$ cat src/rtl/seven_seg_scan.sv
`default_nettype none
// +----------------------------------------------------------------------------+
// | seven_seg_scan: 4-digit multiplexed seven-segment driver with blanking gap |
// | Rev 1.0 - initial release                                                  |
// +----------------------------------------------------------------------------+
module seven_seg_scan #(
  parameter int ON_CYCLES    = 1500,
  parameter int BLANK_CYCLES = 100
) (
  input  logic        clk,
  input  logic        rst,
  input  logic [15:0] value,
  input  logic [3:0]  dp,
  input  logic [3:0]  blank,
  input  logic        load,
  output logic [3:0]  io_sel,
  output logic [7:0]  io_seg,
  output logic        digit_tick,
  output logic        frame_tick
);

  localparam int C_MAXC = (ON_CYCLES > BLANK_CYCLES) ? ON_CYCLES : BLANK_CYCLES;
  localparam int C_CW   = (C_MAXC > 1) ? $clog2(C_MAXC) : 1;

  typedef enum logic [0:0] {S_BLANK = 1'b0, S_ON = 1'b1} state_t;

  state_t            r_state, w_state_nxt;
  logic [C_CW-1:0]   r_cnt, w_cnt_nxt;
  logic [1:0]        r_idx;
  logic [15:0]       r_sh_value, r_act_value;
  logic [3:0]        r_sh_dp, r_sh_blank, r_act_dp, r_act_blank;
  logic              r_pending;

  logic              w_on_done, w_blank_done, w_commit;
  logic [3:0]        w_nibble;
  logic [6:0]        w_glyph;

  function automatic logic [6:0] hex7(input logic [3:0] n);
    case (n)
      4'h0: hex7 = 7'h3F;  4'h1: hex7 = 7'h06;  4'h2: hex7 = 7'h5B;  4'h3: hex7 = 7'h4F;
      4'h4: hex7 = 7'h66;  4'h5: hex7 = 7'h6D;  4'h6: hex7 = 7'h7D;  4'h7: hex7 = 7'h07;
      4'h8: hex7 = 7'h7F;  4'h9: hex7 = 7'h6F;  4'hA: hex7 = 7'h77;  4'hB: hex7 = 7'h7C;
      4'hC: hex7 = 7'h39;  4'hD: hex7 = 7'h5E;  4'hE: hex7 = 7'h79;  default: hex7 = 7'h71;
    endcase
  endfunction

  always_comb begin
    w_on_done    = (r_state == S_ON)    && (r_cnt == C_CW'(ON_CYCLES - 1));
    w_blank_done = (r_state == S_BLANK) && (r_cnt == C_CW'(BLANK_CYCLES - 1));
    w_commit     = w_on_done && (r_idx == 2'd3);
    w_state_nxt  = r_state;
    w_cnt_nxt    = r_cnt + 1'b1;
    if (w_on_done) begin
      w_state_nxt = S_BLANK;
      w_cnt_nxt   = '0;
    end else if (w_blank_done) begin
      w_state_nxt = S_ON;
      w_cnt_nxt   = '0;
    end
    w_nibble = r_act_value[{r_idx, 2'b00} +: 4];
    w_glyph  = hex7(w_nibble);
  end

  always_ff @(posedge clk or posedge rst) begin
    if (rst) begin
      r_state <= S_BLANK;
      r_cnt   <= '0;
      r_idx   <= 2'd0;
    end else begin
      r_state <= w_state_nxt;
      r_cnt   <= w_cnt_nxt;
      if (w_on_done) r_idx <= r_idx + 2'd1;
    end
  end

  // A load coinciding with the commit edge skips the shadow and lands in active directly.
  always_ff @(posedge clk or posedge rst) begin
    if (rst) begin
      r_sh_value  <= '0;
      r_sh_dp     <= '0;
      r_sh_blank  <= '0;
      r_act_value <= '0;
      r_act_dp    <= '0;
      r_act_blank <= '0;
      r_pending   <= 1'b0;
    end else if (w_commit) begin
      r_pending <= 1'b0;
      if (load) begin
        r_act_value <= value;
        r_act_dp    <= dp;
        r_act_blank <= blank;
      end else if (r_pending) begin
        r_act_value <= r_sh_value;
        r_act_dp    <= r_sh_dp;
        r_act_blank <= r_sh_blank;
      end
    end else if (load) begin
      r_sh_value <= value;
      r_sh_dp    <= dp;
      r_sh_blank <= blank;
      r_pending  <= 1'b1;
    end
  end

  always_ff @(posedge clk or posedge rst) begin
    if (rst) begin
      io_sel     <= 4'hF;
      io_seg     <= 8'hFF;
      digit_tick <= 1'b0;
      frame_tick <= 1'b0;
    end else begin
      digit_tick <= w_on_done;
      frame_tick <= w_commit;
      if (w_blank_done) begin
        if (r_act_blank[r_idx]) begin
          io_sel <= 4'hF;
          io_seg <= 8'hFF;
        end else begin
          io_sel <= ~(4'b0001 << r_idx);
          io_seg <= ~{r_act_dp[r_idx], w_glyph};
        end
      end else if (w_on_done) begin
        io_sel <= 4'hF;
        io_seg <= 8'hFF;
      end
    end
  end

endmodule
`default_nettype wire

$ cat config.mk
export PLATFORM = sky130hd
export DESIGN_NAME = seven_seg_scan
export DESIGN_NICKNAME = d
export VERILOG_FILES = /design/src/rtl/seven_seg_scan.sv
export SDC_FILE = /design/constraint.sdc
export NUM_CORES = 1
export LEC_CHECK = 0
export CORE_MARGIN = 1
export CORE_UTILIZATION = 31
export CTS_BUF_LIST = sky130_fd_sc_hd__clkbuf_4 sky130_fd_sc_hd__clkbuf_8 sky130_fd_sc_hd__clkbuf_16
export DETAILED_ROUTE_END_ITERATION = 10
export PLACE_DENSITY = 0.45
export SKIP_CTS_REPAIR_TIMING = 1
export SLEW_MARGIN = 20
export SYNTH_ARGS = -nofsm -noshare
export SYNTH_HDL_FRONTEND = slang
export SYNTH_SLANG_ARGS = --single-unit
$ cat constraint.sdc
create_clock -name clk -period 3.4 [get_ports clk]
set_clock_uncertainty 0.15 [all_clocks]
set_input_delay 0.34 -clock clk [delete_from_list [all_inputs] [get_ports clk]]
set_output_delay 0.34 -clock clk [all_outputs]
set_load 0.1 [all_outputs]
==> impl_metrics.yaml <==
sta:
  rsz0062_at_grt: "no"
  setup_viol: 0
  fmax_ghz: 0.347
  worst_pin_slew_ns: 0.962
  final.period_utilization_pct: 84.9
  maxSlewHeadroom_pct: 35.7
  whs_ns: 0.286
  worst_slack_ns: 0.515
  hold_viol: 0
  tns_ns: 0
  finalMaxSlewViolations: 0
  fin_crit_ns: 2.89
global_routing:
  grt_usage_pct: 13.1
  grt_pass1_vias: 2328
  antenna_found_initial: 0
  grt_pass1_wl_mm: 12.4
  grt_start_max_net_pins: 48
  grt_overflow: 0
logic_synthesis:
  syn_avg_cell_area_um2: 13.7
  ys_seq_elements: 77
  yosys_warnings: 0
  async_reset_ff_share_pct: 100
  syn_inst: 279
  synthFlopType: "dfrtp_1"
  synth_cell_types: 38
  yosysSeqAreaShare_pct: 50.9
  syn-cell-area_mm2: 0.00381
  synth_edf_count: 0
  synth_nets: 317
clock_tree:
  numCtsBuffers: 9
  clk_pin_slew_worst_paths_ns: 0.06
  cts_root_buf: "clkbuf_16"
  clkSinkCount: 77
  clk_latency_ns: 0.34
  h-tree-depth: 3
  clockBufferDepth: 2
  cts_tree: "done"
place:
  hpwl_mm: 4.99
  gp_routability_congestion: 0.736
  dp_cells: 458
  place_area_mm2: 0.00433
  place_ws_ns: 0.512
  io_buffer_count: 40
routing:
  vias: 2247
  antenna_left: 0
  drcViolationCount: 1
  first_pass_iters: 7
  vias_per_cell: 4.75
  wl_per_cell_um: 15.5
  routed_wl_mm: 7.33
  drt_iter0_drc: 72
critical_path:
  cp_data_required_time_ns: 3.47
  rr_endpoint: "r_act_blank[0]"
  worstReg2RegStart: "r_cnt[0]"
  cp.arrival_ns: 2.96
  crit_path_start_kind: "flop"
  end_kind: "flop"
  path_max_fanout: 24
  ff2ff_setup_slack_ns: 0.51
  crit_type: "reg2reg"
  r2r_cells: 6
power_and_ir_drop:
  total_power_mw: 2.14
  p_per_area_mw_per_mm2: 462
  peakVddDrop_mv: 0.372
  p_leak_nw: 2.03
layout:
  fin_nets: 360
  fin_util_pct: 38.6
  finalNonFillerCells: 473
  n_antenna_cell: 0
  final_cell_area_mm2: 0.00464
  drive_gt1_share_pct: 39.9
  final_cell_mix: "65 x dfrtp_1, 53 x mux2_2, 28 x clkdlybuf4s50_1"
  syn2layout_area_growth_pct: 21.6
  final_common_cell: "dfrtp_1"
floorplanning:
  rows: 40
  die_h_um: 113
  initial_core_util_pct: 31.8
  core-area_mm2: 0.0120
  die-area_mm2: 0.0128
  die_w_um: 113
  num_io_pins: 41
min_path:
  hp-class: "in2async"
status:
  status: "complete, but fails checks"
  violations: "design-rule violations"
job:
  maxCapViolations: 0
==> state kept, by name, indices dropped and copies added (netlist names) <==
register and cells:
io_sel 4, r_sh_blank 4, r_state 1, r_act_blank 4
digit_tick 1, io_seg 8, r_cnt 11, r_sh_dp 4
r_idx 2, frame_tick 1, r_sh_value 16, r_act_value 16
r_pending 1, r_act_dp 4
==> worst max-delay path, stage by stage (launching register included) <==
cell,delay [ns]
dfrtp_1,0.38
ha_1,0.21
or3b_4,0.42
or4_1,0.64
or3_1,0.34
buf_4,0.27
mux2_4,0.34
==> worst max-delay path by stage <==
stage             start              end  slack, ns
2_1_floorplan  r_cnt[0]   r_act_blank[0]       0.64
3_3_place_gp   r_cnt[0]  r_act_value[14]       0.56
3_5_place_dp   r_cnt[0]   r_act_value[6]       0.51
4_1_cts        r_cnt[0]   r_act_value[2]       0.50
5_1_grt        r_cnt[0]   r_act_value[2]       0.38
6_report       r_cnt[0]   r_act_blank[0]       0.51
==> layout make-up <==
| class | count | area, um2 |
|---|---|---|
| flip-flops and latches | 77 | 1940 |
| clock inverters | 1 | 30.0 |
| repair buffers | 47 | 435 |
| inverters | 10 | 37.5 |
| clock buffers | 14 | 275 |
| fillers | 1155 | 7370 |
| well taps | 147 | 184 |
| multi-input cells | 177 | 1730 |
==> report_power, final <==
part           internal [mW]  switching, mW  leakage, nW
logic                  0.105         0.0693        0.936
clock network          0.629          0.365        0.153
registers              0.957         0.0180        0.945
==> per-layer routing <==
metal  wire length [um]  part of all wire (%)  track usage [%]
met1               3580                    49             17.1
met2               3330                    45             19.8
met3                297                   4.1             4.87
met4                118                   1.6             5.00
met5                  0                     0                0
==> cells in the mapped netlist, drive strengths merged, types with 2 or more instances <==
| cell type | number | area, um2 |
|---|---|---|
| nand3 | 4 | 20.0 |
| xnor2 | 8 | 70.1 |
| or3 | 4 | 25.0 |
| o21ai | 3 | 18.8 |
| nand2 | 6 | 22.5 |
| mux4 | 6 | 135 |
| nor2b | 6 | 37.5 |
| clkbuf | 8 | 30.0 |
| nor3 | 4 | 20.0 |
| a2bb2oi | 10 | 87.6 |
| mux2 | 73 | 897 |
| and2 | 2 | 12.5 |
| nor2 | 16 | 60.1 |
| ha | 11 | 138 |
| mux2i | 3 | 30.0 |
| or4 | 4 | 31.3 |
| a21oi | 4 | 20.0 |
| inv | 10 | 37.5 |
| dfstp | 12 | 315 |
| xor2 | 2 | 17.5 |
| dfrtp | 65 | 1630 |
| buf | 7 | 71.3 |
==> logic make-up after synthesis <==
logic type | Yosys count | share of synthesized area, %
AND/OR/NAND/NOR | 52 | 7.28
buffers and inverters | 25 | 3.64
adder cells (fa/ha/maj) | 11 | 3.61
multiplexers | 82 | 27.8
flip-flops | 77 | 50.9
XOR/XNOR | 10 | 2.30
AO/OA/AOI/OAI | 22 | 4.43
Power figures use the tool's default switching activity.
